### config.mk
export PLATFORM = sky130hd
export DESIGN_NAME = arch_ctrl
export DESIGN_NICKNAME = d
export VERILOG_FILES = /design/src/rtl/arch_ctrl.sv
export SDC_FILE = /design/constraint.sdc
export NUM_CORES = 1
export LEC_CHECK = 0
export CORE_UTILIZATION = 44
export CTS_CLUSTER_DIAMETER = 80
export DETAILED_ROUTE_END_ITERATION = 8
export PLACE_DENSITY = 0.65
export SLEW_MARGIN = 10
export SYNTH_ARGS = -nofsm -noshare
export SYNTH_HDL_FRONTEND = slang
export SYNTH_SLANG_ARGS = --single-unit
### constraint.sdc
create_clock -name clk -period 2.16 [get_ports clk]
set_input_delay 0.324 -clock clk [delete_from_list [all_inputs] [get_ports clk]]
set_output_delay 0.324 -clock clk [all_outputs]
set_load 0.02 [all_outputs]
### src/rtl/arch_ctrl.sv
// arch_ctrl: phase sequencer driving forward/backward enables and completion pulses
// for the two-layer network datapath.
module arch_ctrl #(
  parameter int L_FPH = 8,
  parameter int L_FPO = 32,
  parameter int L_BPO = 4,
  parameter int L_BPH = 4
) (
  input  logic clk,
  input  logic rst_n,
  input  logic TR,
  input  logic VL,
  input  logic END,
  output logic FPH,
  output logic FPO,
  output logic BPO,
  output logic BPH,
  output logic S_Train,
  output logic S_Error
);
  localparam int LMAX_A = (L_FPH > L_FPO) ? L_FPH : L_FPO;
  localparam int LMAX_B = (L_BPO > L_BPH) ? L_BPO : L_BPH;
  localparam int LMAX   = (LMAX_A > LMAX_B) ? LMAX_A : LMAX_B;
  localparam int CW     = (LMAX > 1) ? $clog2(LMAX) : 1;
  typedef enum logic [2:0] {IDLE, S_FPH, S_FPO, S_BPO, S_BPH, S_TRN, S_ERR, DONE} state_t;
  state_t state_q, state_d;
  logic train_q, train_d;
  logic [CW-1:0] cnt_q, cnt_d;
  logic [5:0] flags_q, flags_d;
  logic phase, phase_end;
  assign phase = (state_q == S_FPH) || (state_q == S_FPO) || (state_q == S_BPO) || (state_q == S_BPH);
  assign phase_end = (state_q == S_FPH) ? (cnt_q == CW'(L_FPH - 1)) :
                     (state_q == S_FPO) ? (cnt_q == CW'(L_FPO - 1)) :
                     (state_q == S_BPO) ? (cnt_q == CW'(L_BPO - 1)) :
                     (state_q == S_BPH) ? (cnt_q == CW'(L_BPH - 1)) : 1'b0;
  always_comb begin
    state_d = state_q;
    train_d = train_q;
    if (END && state_q != DONE) begin
      state_d = DONE;
    end else begin
      case (state_q)
        IDLE: begin
          if (TR) begin
            state_d = S_FPH;
            train_d = 1'b1;
          end else if (VL) begin
            state_d = S_FPH;
            train_d = 1'b0;
          end
        end
        S_FPH:   state_d = phase_end ? S_FPO : S_FPH;
        S_FPO:   state_d = phase_end ? (train_q ? S_BPO : S_ERR) : S_FPO;
        S_BPO:   state_d = phase_end ? S_BPH : S_BPO;
        S_BPH:   state_d = phase_end ? S_TRN : S_BPH;
        S_TRN:   state_d = IDLE;
        S_ERR:   state_d = IDLE;
        default: state_d = state_q;
      endcase
    end
    cnt_d = (state_d != state_q) ? '0 : (phase ? cnt_q + CW'(1) : cnt_q);
    flags_d = {state_d == S_FPH, state_d == S_FPO, state_d == S_BPO,
               state_d == S_BPH, state_d == S_TRN, state_d == S_ERR};
  end
  // Flags are registered from the next state so they track state_q cycle-exactly.
  always_ff @(posedge clk or negedge rst_n) begin
    if (!rst_n) begin
      state_q <= IDLE;
      train_q <= 1'b0;
      cnt_q   <= '0;
      flags_q <= '0;
    end else begin
      state_q <= state_d;
      train_q <= train_d;
      cnt_q   <= cnt_d;
      flags_q <= flags_d;
    end
  end
  assign {FPH, FPO, BPO, BPH, S_Train, S_Error} = flags_q;
endmodule

== Word level (Yosys, flattened, before mapping) ==
Index checks and enable logic that the tools add are counted.

* Memories: 0
* Word-level logic and storage cells: 49
* RAM bits: 0
* Bits in read-only memories: 0
* Latch bits: 0
* Bits in registers: 15

* Eq/ne operators: 17
* $add $sub $neg: 1
* Shift operators: 0
* Multiplexer cells: 17
* Reductions and logical operators: 9
* Bitwise logic cells: 1
* Multipliers: 0
* Order comparisons: 0
* Divide/modulo/power cells: 0

{| class="wikitable"
|+ Operators with widths
! operator !! count
|-
| $eq A3 B3 Y1 const B || 6
|-
| $mux W3 || 6
|-
| $pmux W3 S6 || 1
|-
| $eq A3 B2 Y1 const B || 4
|-
| $mux W5 || 2
|-
| $mux W1 || 7
|-
| $eq A3 B1 Y1 const B || 2
|-
| $add A5 B1 Y5 const B || 1
|-
| $eq A5 B2 Y1 const B || 1
|-
| $eq A5 B3 Y1 const B || 1
|-
| $eq A5 B5 Y1 const B || 1
|-
| $reduce_bool A2 Y1 || 2
|-
| $logic_not A3 Y1 || 1
|-
| $logic_or A1 B1 Y1 || 3
|-
| $ne A3 B3 Y1 || 1
|-
| $ne A3 B3 Y1 const B || 1
|-
| $reduce_and A3 Y1 || 1
|-
| $mux W2 || 1
|-
| $reduce_or A2 Y1 || 1
|-
| $logic_and A1 B1 Y1 || 1
|-
| $not A1 Y1 || 1
|}

== Longest topological paths before layout ==
* Depth in word-level cells: 10
* Gate-level depth with buffers: 8
* Depth with buffers taken out: 8

== Least setup slack after synthesis ==
OpenSTA, ideal clock, no wires.

* Kind: register -> register
* From: register cnt_q[0]
* To: register flags_q[3]
* Cell stages (with the launch flop): 8
* Slack: 0.164 ns
* Data arrival time: 1.877 ns
* Library setup time: 0.120 ns
* Cell sequence: dfrtp_1 > ha_1 > and3_2 > ha_1 > and4b_1 > a311oi_1 > o211ai_1 > and3_1

* Cells in the longest elaborated chain, start to end: 9
* Elaborated cells on any way between the ends: 14
* Those cells by class: eq/ne (4); mux (10)

{| class="wikitable"
|+ Ends and longest elaborated chain
! what !! line !! source
|-
| start, declared || 28 || <nowiki>logic [CW-1:0] cnt_q, cnt_d;</nowiki>
|-
| start signal, assigned || 75 || <nowiki>cnt_q <= cnt_d;</nowiki>
|-
| $eq A5 B2 Y1 || 34, 35 ||
|-
| $mux W1 || 35 || <nowiki>(state_q == S_BPH) ? (cnt_q == CW'(L_BPH - 1)) : 1'b0;</nowiki>
|-
| $mux W1 || 34 || <nowiki>(state_q == S_BPO) ? (cnt_q == CW'(L_BPO - 1)) :</nowiki>
|-
| $mux W1 || 33 || <nowiki>(state_q == S_FPO) ? (cnt_q == CW'(L_FPO - 1)) :</nowiki>
|-
| $mux W1 (*) || 32 || <nowiki>assign phase_end = (state_q == S_FPH) ? (cnt_q == CW'(L_FPH - 1)) :</nowiki>
|-
| $mux W1 (tied with other cells) || 55 || <nowiki>S_BPH: state_d = phase_end ? S_TRN : S_BPH;</nowiki>
|-
| $pmux W3 S6 (*) || 42 || <nowiki>case (state_q)</nowiki>
|-
| $mux W3 (*) || 39 || <nowiki>if (END && state_q != DONE) begin</nowiki>
|-
| net state_d[0] || 26 || <nowiki>state_t state_q, state_d;</nowiki>
|-
| $eq A3 B2 Y1 (*) || 62 || <nowiki>flags_d = {state_d == S_FPH, state_d == S_FPO, state_d == S_BPO,</nowiki>
|-
| net flags_d[3] || 29 || <nowiki>logic [5:0] flags_q, flags_d;</nowiki>
|-
| end signal, assigned || 76 || <nowiki>flags_q <= flags_d;</nowiki>
|-
| end, declared || 29 ||
|}

The timed path passes the listed nets; every way through them passes the cells marked *.
A chain may end at the register's enable or synchronous reset.

== Worst setup path in the final report ==
* From: register cnt_q[1]
* To: register flags_q[0]

* Cells in the longest elaborated chain, start to end: 9
* Elaborated cells on any way between the ends: 14
* Those cells by class: eq/ne (4); mux (10)

{| class="wikitable"
|+ Ends and longest elaborated chain
! what !! line !! source
|-
| $eq A5 B2 Y1 || 34, 35 ||
|-
| $mux W1 || 35 ||
|-
| $mux W1 || 34 ||
|-
| $mux W1 || 33 ||
|-
| $mux W1 (*) || 32 ||
|-
| $mux W1 (tied with other cells) || 55 ||
|-
| $pmux W3 S6 (*) || 42 ||
|-
| $mux W3 (*) || 39 ||
|-
| net state_d[0] || 26 ||
|-
| $eq A3 B3 Y1 (*) || 63 || <nowiki>state_d == S_BPH, state_d == S_TRN, state_d == S_ERR};</nowiki>
|-
| net flags_d[0] || 29 ||
|}

Marks and branches as above.

==> results by group <==
Place
  • DPL Wire Length: 1430 um
  • I/O Buffers: 10
  • DP Worst Slack: 46.3 ps
  • Routability cong.: 0.837
  • Post-Place Cells: 134
  • DP Area: 1100 um^2

Critical path
  • Buf+Inv Stages, Crit Path: 0
  • Req. time, crit path: 2350 ps
  • CP arrival: 2220 ps
  • CP endpoint kind: register
  • Critical path class: register to register
  • Top cell family by delay on the critical path: simple AND/OR/NAND/NOR gates
  • Critical Path Source: cnt_q[1]
  • Slowest-stage cell, CP: dfrtp_1
  • Worst-path cell chain: ha_1, and3_2, ha_1, and4b_1, a311oi_2, o211ai_1, nor3_1
  • Crit-path max cell delay: 400 ps
  • Worst Setup Start Kind: register
  • CP Max Fanout: 4
  • Launching point of the worst reg2reg path: cnt_q[1]
  • Most common cell on crit path: ha_1

Clocking
  • Sink Count: 15
  • H-Tree Depth: 1
  • Clock tree buffer depth: 2
  • Number of setup buffers added after CTS: 0
  • Resized cells post-CTS: 0
  • TritonCTS Buffers: 3
  • CTS Root Cell: clkbuf_4
  • Cts-stage hold buffer count: 0
  • Clock Pin Slew Worst Setup and Hold Paths: 90 ps
  • TritonCTS clock tree: done
  • Worst skew pair latency: 280 ps

GRT
  • Number of global-route vias before repair: 747
  • GRT Total Usage: 18.5%
  • Largest net degree at the start of global routing: 22
  • First-pass GRT wire length: 3380 um
  • Grt ovf: 0
  • Initial antenna violation count: 0

Worst hold path
  • Hold Crit Class: primary input to async pin

Synthesis
  • Syn_nets: 106
  • Library cells used by synthesis: 43
  • Seq/Total Area, Yosys: 38.8%
  • Yosys warnings: 0
  • Syn avg cell area: 9.77 um^2
  • Most used DFF post-synth: dfrtp_1
  • Cells after Synth: 99
  • Fraction of registers with async set/reset: 100%
  • Mapped cell area: 967 um^2
  • Post-synth EDFFs: 0
  • Flops & latches, synth: 15

STA
  • Achievable frequency: 493 MHz
  • RSZ-0062 raised after global routing: yes
  • Slew headroom: 56.9%
  • Post-route clock period utilization: 94.0%
  • Tightest Pin Transition: 645 ps
  • Final Worst Setup Slack: 130 ps
  • Final Hold Fails: 0
  • Slew Limit Fails: 0
  • Min Tclk post-route: 2030 ps
  • Setup violations, final: 0
  • Worst Skew: 4.63 ps

Detailed routing
  • Initial DRC count: 19
  • DR DRC count: 0
  • Routed WL: 2000 um
  • Routed length per instance: 14.5 um
  • Drt pass-1 iters: 4
  • Vias/cell: 5.88
  • Antenna-violating nets left: 0
  • Vias after detailed routing: 812

Floorplanning
  • Num rows: 16
  • Initial core utilization: 47.8%
  • Die X: 48.9 um
  • Core area: 2020 um^2
  • Number of I/O pins: 11
  • Chip Height: 48.9 um
  • Die Area: 2390 um^2

Final layout
  • Design Area, Final: 1140 um^2
  • Fin nets: 119
  • Cell Count, Final, Fillers Out: 138
  • Share of cells above drive strength 1: 18.9%
  • Diode count: 0
  • Area grow syn2layout: 17.5%
  • Final core occ: 56.2%

Run
  • Max-Cap Viols: 0

Power
  • Leak Pwr: 0.000507 uW
  • Power Density: 1160 nW/um^2
  • Max rail drop VDD: 0.774 mV
  • Power Total: 1320 uW

Status
  • Status: finished, final reports clean
-- power by group --
part	switching, uW	total, uW	internal, uW
Sequential	148	502	354
Combinational	318	660	342
Clock	85.8	154	68.6
Total	552	1320	764
-- layout by cell type (no fill, tap or decap), types with 2 or more instances in the layout --
| cell | instances |
|---|---|
| clkbuf_4 | 3 |
| o21ai_0 | 2 |
| nor3_1 | 7 |
| o21a_1 | 2 |
| and3_1 | 6 |
| nor3b_1 | 3 |
| nor4b_1 | 2 |
| o211ai_1 | 2 |
| or2_2 | 2 |
| inv_1 | 3 |
| dfrtp_1 | 15 |
| a311o_1 | 2 |
| buf_4 | 6 |
| nand3_1 | 2 |
| clkdlybuf4s50_1 | 10 |
| xnor2_1 | 2 |
| ha_1 | 2 |
| a21oi_1 | 3 |
| nand2b_1 | 3 |
| xor2_1 | 2 |
| mux2_2 | 3 |
| nand2_1 | 4 |
| or3_1 | 2 |
| nor2_1 | 2 |
-- Yosys cell counts (3+ instances only) --
master	n	area (um^2)
dfrtp_1	15	375
nor3_1	7	35.0
and3_1	6	37.5
buf_2	5	25.0
nand2_1	4	15.0
a21oi_1	3	15.0
inv_1	3	11.3
mux2_2	3	33.8
nand2b_1	3	18.8
nor3b_1	3	22.5
-- stage by stage --
stage / hold slack [ps] / TNS [ps]
final: 435 / 0
after global routing: 492 / -11.5
after CTS: 444 / 0
after detailed placement: 592 / 0
after global placement: 599 / 0
after floorplan: 28.4 / 0
-- per-layer routing --
layer	routed length, um	vias up	GRT usage [%]	part of all wire [%]
li1	-	405	-	-
met1	984	384	27.8	49
met2	890	19	26.4	45
met3	82	4	0.935	4.1
met4	38	0	10.3	1.9
met5	0	-	0	0
-- worst paths after layout --
| kind | to | slack (ps) | cells past startpoint |
|---|---|---|---|
| setup / recovery | flags_q[0] | 130 | 7 |
| hold / removal | flags_q[4] | 440 | 1 |
| setup reg to reg | flags_q[0] | 130 | 7 |
| hold reg to reg | train_q | 610 | 1 |
| max in group asynchronous | cnt_q[4] | 1310 | 1 |
| min in group clk | train_q | 610 | 1 |
-- registers in the layout, summed over array words and instances, names as in the netlist --
register	flops
state_q	3
train_q	1
cnt_q	5
flags_q	6
-- cell families after synthesis --
family | after synthesis | share of synthesized area [%]
mux | 3 | 3.49
xor+xnor | 4 | 3.62
buf+inv | 11 | 5.69
simple gates | 40 | 26.5
flops | 15 | 38.8
compound gates | 24 | 19.3
fa+ha+maj | 2 | 2.59
-- cell type report --
| cell class | count | area [um^2] |
|---|---|---|
| clock buffers | 3 | 22.5 |
| clock inverters | 1 | 5.00 |
| fillers | 181 | 886 |
| inverters | 3 | 11.3 |
| multi-input cells | 73 | 543 |
| flip-flops and latches | 15 | 375 |
| well taps | 27 | 33.8 |
| repair buffers | 16 | 145 |
Power figures use the tool's default switching activity.
